[src/rtl/axis_eth_tx_pad_ts.sv]
// TX egress: forwards frames through one output register (1-cycle latency), zero-pads runts, inserts IFG, timestamps SOF.
// Back-pressure: s_axis_tready follows m_axis_tready combinationally in IDLE/DATA; held low while padding and during the gap.
module axis_eth_tx_pad_ts #(
    parameter int DATA_WIDTH    = 64,
    parameter int KEEP_WIDTH    = DATA_WIDTH / 8,
    parameter int MIN_FRAME_LEN = 60,
    parameter int IFG_BYTES     = 12,
    parameter int PTP_TS_WIDTH  = 96,
    parameter int PTP_TAG_WIDTH = 16
) (
    input  logic                     clk,
    input  logic                     rst,
    input  logic [DATA_WIDTH-1:0]    s_axis_tdata,
    input  logic [KEEP_WIDTH-1:0]    s_axis_tkeep,
    input  logic                     s_axis_tvalid,
    output logic                     s_axis_tready,
    input  logic                     s_axis_tlast,
    input  logic [PTP_TAG_WIDTH:0]   s_axis_tuser,
    output logic [DATA_WIDTH-1:0]    m_axis_tdata,
    output logic [KEEP_WIDTH-1:0]    m_axis_tkeep,
    output logic                     m_axis_tvalid,
    input  logic                     m_axis_tready,
    output logic                     m_axis_tlast,
    output logic                     m_axis_tuser,
    input  logic [PTP_TS_WIDTH-1:0]  ptp_time,
    output logic [PTP_TS_WIDTH-1:0]  m_axis_ptp_ts,
    output logic [PTP_TAG_WIDTH-1:0] m_axis_ptp_ts_tag,
    output logic                     m_axis_ptp_ts_valid
);
    localparam int IFG_RAW    = (IFG_BYTES + KEEP_WIDTH - 1) / KEEP_WIDTH;
    localparam int IFG_CYCLES = (IFG_RAW < 1) ? 1 : IFG_RAW;
    localparam int IFGW       = $clog2(IFG_CYCLES + 1);

    typedef enum logic [1:0] {IDLE, DATA, PAD, IFG} state_t;

    state_t                   state;
    logic                     run;
    logic [15:0]              byte_cnt;
    logic [15:0]              pad_left;
    logic [IFGW-1:0]          ifg_cnt;
    logic                     err_q;
    logic                     ts_pending;
    logic [PTP_TAG_WIDTH-1:0] tag_q;

    logic                     out_free, s_fire, m_fire;
    logic [16:0]              pc, base, total, covered;
    logic [15:0]              pad_rem, total_sat;
    logic                     runt, pad_needed;
    logic [KEEP_WIDTH-1:0]    keep_ext, keep_pad;
    logic [DATA_WIDTH-1:0]    data_masked;

    assign out_free      = !m_axis_tvalid || m_axis_tready;
    assign s_axis_tready = run && (state == IDLE || state == DATA) && out_free;
    assign s_fire        = s_axis_tvalid && s_axis_tready;
    assign m_fire        = m_axis_tvalid && m_axis_tready;

    always_comb begin
        pc = '0;
        for (int i = 0; i < KEEP_WIDTH; i++) pc = pc + 17'(s_axis_tkeep[i]);
        base       = (state == DATA) ? {1'b0, byte_cnt} : 17'd0;
        total      = base + pc;
        total_sat  = total[16] ? 16'hFFFF : total[15:0];
        covered    = base + 17'(KEEP_WIDTH);
        runt       = (MIN_FRAME_LEN > 0) && (total < 17'(MIN_FRAME_LEN));
        pad_needed = covered < 17'(MIN_FRAME_LEN);
        pad_rem    = 16'(MIN_FRAME_LEN) - covered[15:0];
        keep_ext    = '0;
        keep_pad    = '0;
        data_masked = '0;
        // Runt beat: bytes up to the minimum length become valid; those not supplied read as zero.
        for (int i = 0; i < KEEP_WIDTH; i++) begin
            keep_ext[i] = (base + 17'(i)) < 17'(MIN_FRAME_LEN);
            keep_pad[i] = 16'(i) < pad_left;
            data_masked[8*i +: 8] = s_axis_tkeep[i] ? s_axis_tdata[8*i +: 8] : 8'd0;
        end
    end

    always_ff @(posedge clk or posedge rst) begin
        if (rst) begin
            state               <= IDLE;
            run                 <= 1'b0;
            byte_cnt            <= '0;
            pad_left            <= '0;
            ifg_cnt             <= '0;
            err_q               <= 1'b0;
            ts_pending          <= 1'b0;
            tag_q               <= '0;
            m_axis_tdata        <= '0;
            m_axis_tkeep        <= '0;
            m_axis_tvalid       <= 1'b0;
            m_axis_tlast        <= 1'b0;
            m_axis_tuser        <= 1'b0;
            m_axis_ptp_ts       <= '0;
            m_axis_ptp_ts_tag   <= '0;
            m_axis_ptp_ts_valid <= 1'b0;
        end else begin
            run                 <= 1'b1;
            m_axis_ptp_ts_valid <= 1'b0;
            if (m_fire) begin
                m_axis_tvalid <= 1'b0;
                if (ts_pending) begin
                    m_axis_ptp_ts       <= ptp_time;
                    m_axis_ptp_ts_tag   <= tag_q;
                    m_axis_ptp_ts_valid <= 1'b1;
                    ts_pending          <= 1'b0;
                end
            end
            case (state)
                IDLE, DATA: if (s_fire) begin
                    m_axis_tvalid <= 1'b1;
                    m_axis_tdata  <= s_axis_tdata;
                    m_axis_tkeep  <= s_axis_tkeep;
                    m_axis_tlast  <= 1'b0;
                    m_axis_tuser  <= 1'b0;
                    byte_cnt      <= total_sat;
                    if (state == IDLE) begin
                        tag_q      <= s_axis_tuser[PTP_TAG_WIDTH:1];
                        ts_pending <= 1'b1;
                    end
                    if (!s_axis_tlast) begin
                        state <= DATA;
                    end else if (!runt) begin
                        m_axis_tlast <= 1'b1;
                        m_axis_tuser <= s_axis_tuser[0];
                        ifg_cnt      <= IFGW'(IFG_CYCLES);
                        state        <= IFG;
                    end else begin
                        m_axis_tdata <= data_masked;
                        m_axis_tkeep <= keep_ext;
                        err_q        <= s_axis_tuser[0];
                        if (pad_needed) begin
                            pad_left <= pad_rem;
                            state    <= PAD;
                        end else begin
                            m_axis_tlast <= 1'b1;
                            m_axis_tuser <= s_axis_tuser[0];
                            ifg_cnt      <= IFGW'(IFG_CYCLES);
                            state        <= IFG;
                        end
                    end
                end
                PAD: if (out_free) begin
                    m_axis_tvalid <= 1'b1;
                    m_axis_tdata  <= '0;
                    if (pad_left <= 16'(KEEP_WIDTH)) begin
                        m_axis_tkeep <= keep_pad;
                        m_axis_tlast <= 1'b1;
                        m_axis_tuser <= err_q;
                        ifg_cnt      <= IFGW'(IFG_CYCLES);
                        state        <= IFG;
                    end else begin
                        m_axis_tkeep <= '1;
                        pad_left     <= pad_left - 16'(KEEP_WIDTH);
                    end
                end
                // Gap cycles start counting once the final beat has left the output register.
                IFG: if (!m_axis_tvalid) begin
                    if (ifg_cnt <= IFGW'(1)) state <= IDLE;
                    else ifg_cnt <= ifg_cnt - IFGW'(1);
                end
                default: state <= IDLE;
            endcase
        end
    end
endmodule

[config.mk]
export PLATFORM = sky130hd
export DESIGN_NAME = axis_eth_tx_pad_ts
export DESIGN_NICKNAME = d
export VERILOG_FILES = /design/src/rtl/axis_eth_tx_pad_ts.sv
export SDC_FILE = /design/constraint.sdc
export NUM_CORES = 1
export LEC_CHECK = 0
export CAP_MARGIN = 20
export CORE_MARGIN = 8
export CORE_UTILIZATION = 44
export DETAILED_ROUTE_END_ITERATION = 7
export MAX_ROUTING_LAYER = met4
export PLACE_DENSITY = 0.79
export SYNTH_ARGS = -nofsm -noshare
export SYNTH_HDL_FRONTEND = slang
export SYNTH_SLANG_ARGS = --single-unit
export TNS_END_PERCENT = 20
[constraint.sdc]
create_clock -name clk -period 10 [get_ports clk]
set_input_delay 3 -clock clk [delete_from_list [all_inputs] [get_ports clk]]
set_output_delay 3 -clock clk [all_outputs]
set_load 0.03 [all_outputs]
==> results.md <==
- Clk Latency, worst-skew pair: 0.56 ns
- Total number of vias: 11900
- NumNets Final: 1789
- Die W: 188 um
- Placed cell count: 1931
- RSZ-0062 raised after global routing: no
- Busiest grt layer: met2
- Power Density: 292 mW/mm^2
- Post-Layout Cell Count: 1989
- Rows: 63
- GP Congestion: 1.01
- Top Ports: 379
- Synth async-reset ratio: 100%
- Hold buffer count at CTS: 0
- Number of enable flip-flop cells after synthesis: 0
- Crit-path most repeated cell: fa_1
- Maximum vdd drop: 0.000237 V
- Final Skew: 0.0160 ns
- CP peak stage delay: 0.78 ns
- Synth Register Bits: 243
- Fin worst setup slack: 1.62 ns
- Final setup vio count: 0
- Post-CTS resize count: 0
- Clk sink count: 243
- Post-synthesis cell area: 0.0130 sq mm
- Arrival @ worst endpoint: 8.82 ns
- Largest area contributor in the netlist: dfrtp_1
- Layout cells sized above 1: 14.8%
- Final WL: 51100 um
- Crit end category: flip-flop
- Pwr Total: 0.00526 W
- Fill count: 2343
- Most common cell after layout, fill and taps aside: clkdlybuf4s50_1
- Period utilization: 83.8%
- H-tree Lvls: 1
- Initial core utilization: 44.3%
- CP max FO: 10
- Post-synthesis net count: 1444
- Slew Limit Fails: 0
- Setup TNS: 0 ns
- Overall routing resource usage: 28.5%
- CTS max path bufs: 3
- Total CTS buffers: 28
- WP data required: 10.43 ns
- DR iter-0 viols: 1197
- Die Area: 0.0353 sq mm
- Port bufs: 378
- DRT Pass-1 Iters: 6
- GRT overflow: 0
- Worst path slowest cell: nor4_4
- Initial antenna violation count: 6
- Pin count of the biggest net entering global routing: 144
- Post-Place Worst Slack: 1.11 ns
- Static Leak: 7.32 nW
- Kind of critical path: input pin to flip-flop
- Hold Violations, Final: 0
- Post-DP HPWL: 38000 um
- Seq/Total Area, Yosys: 46.8%
- Fin crit period: 8.38 ns
- Fmax achieved: 0.119 GHz
- Worst-path cell chain: clkdlybuf4s50_1 > fa_1 > inv_1 > fa_1 > fa_1 > fa_1 > fa_1 > nand2b_1 > a211oi_2 > and4b_1 > o22ai_1 > or3_1 > nor4_4 > nand2b_1 > a32o_1
- GR Layer Usage met3: 7.41%
- Routed vias/inst: 5.99
- Vias in the first global route: 12000
- ANT nets after route: 0
- DRC viols: 0
- Yosys top cell area share: 46.8%
- Met2 usage: 45.9%
- Primary FF master, synth: dfrtp_1
- Avg WL per Cell: 25.7 um
- Syn Inst Count: 1227
- Die height: 188 um
- Root Buffer: clkbuf_16
- Area contributors post-synth: dfrtp_1 47%, mux2_2 11%, a32o_1 5.0%
- Commonest cells after routing, fill and taps aside: 378 x clkdlybuf4s50_1, 243 x dfrtp_1, 131 x mux2_2
- Synthesized area per cell: 10.6 sq um
- # Post-CTS Setup Buffers: 0
- GR Layer Usage met1: 33.9%
- Maxcap violations: 0
- Status: completed
- Hold Path Class: flip-flop to flip-flop
- First-pass GRT wire length: 76000 um
- Startpoint Class: input pin
- R2r setup slk: 3.36 ns
- Area growth, synth to finish: 39.0%
- Headroom to the max-slew limit: 34.0%
- Yosys cell types: 88
- Yosys warning total: 0
- Clock slew at reported path FFs: 0.06 ns
- Worst Max-Slew Pin Slew: 0.990 ns
- Core Region: 0.0293 sq mm
- CTS tree: built
## stage by stage
step	hold WS [ns]	cell area [sq um]	utilization, %
floorplan	0.450	13000	-
global placement	0.459	17100	58.2
detailed placement	0.476	17100	58.2
CTS	0.491	18000	61.4
global route	0.505	18000	61.5
finish	0.484	18000	61.5
## critical path, delay by kind of cell
| family | cells | cell delay, ns |
|---|---|---|
| AOI/OAI and AO/OA | 3 | 0.79 |
| adders and majority gates | 5 | 2.34 |
| buffers and inverters | 2 | 0.63 |
| and+or+nand+nor | 5 | 2.04 |
## final cells by class
cell class              instances  area [sq um]  share of cell area (%)
repair buffers                401          3980                    22.0
clock inverters                14           134                   0.742
flip-flops and latches        243          6080                    33.7
clock buffers                  37           785                    4.35
diodes                          6          15.0                  0.0832
multi-input cells             865          6430                    35.6
inverters                      33           133                   0.735
well taps                     390           488                    2.70
## cell usage after synthesis (6+ instances only)
cell and count:
nor4_1 15, inv_1 30, nor2_1 82, nand4_1 9
buf_4 6, a31oi_1 24, a21oi_1 50, mux2i_1 8
nand2b_1 11, buf_2 15, o22ai_1 7, ha_1 22
nor2b_1 6, clkbuf_1 50, o31ai_1 6, o21ai_1 9
nor3b_1 6, o22a_1 6, xnor2_1 39, nand2_2 7
xor2_1 18, nor3_1 36, or3_1 11, dfrtp_1 243
buf_1 15, mux2_2 131, a32o_1 65, nand2_1 78
nand3_1 29, o21ai_0 64
## kinds of logic after synthesis
kind of cell / after synthesis / synth area share [%]
compound gates: 303 / 16.8
other cells: 1 / 0.0289
fa+ha+maj: 27 / 2.89
mux: 141 / 12.2
buf+inv: 119 / 3.76
simple gates: 336 / 13.7
xor+xnor: 57 / 3.85
flops: 243 / 46.8
## sequential cells by signal, summed over array words and instances (netlist names)
| name | count |
|---|---|
| m_axis_tkeep | 8 |
| m_axis_tvalid | 1 |
| ts_pending | 1 |
| tag_q | 16 |
| m_axis_tlast | 1 |
| err_q | 1 |
| state | 2 |
| run | 1 |
| pad_left | 16 |
| m_axis_ptp_ts | 96 |
| m_axis_tuser | 1 |
| byte_cnt | 16 |
| m_axis_tdata | 64 |
| m_axis_ptp_ts_tag | 16 |
| m_axis_ptp_ts_valid | 1 |
| ifg_cnt | 2 |
## per-layer routing
metal	vias to the layer above	part of all wire, %	wire, um
li1	5264	-	-
met1	5875	38	19200
met2	656	47	24200
met3	121	10	5350
met4	0	4.7	2390
met5	-	0	0
## power breakdown
group | switching [W] | leakage (nW) | internal [W] | total (W)
logic | 0.00151 | 3.80 | 0.00109 | 0.00260
registers | 0.000291 | 3.06 | 0.00137 | 0.00166
clock network | 0.000427 | 0.456 | 0.000582 | 0.00101
## path summary, 6_finish.rpt
path,startpoint,endpoint,depth (start not counted)
min in group asynchronous,rst,m_axis_ptp_ts[23],2
max,s_axis_tkeep[3],m_axis_tdata[31],15
max reg2reg,state[0],m_axis_tdata[31],15
min reg2reg,byte_cnt[6],byte_cnt[6],2
min,byte_cnt[6],byte_cnt[6],2
max in group asynchronous,rst,m_axis_ptp_ts[75],4
No activity file was read; power rests on OpenSTA's default activity.
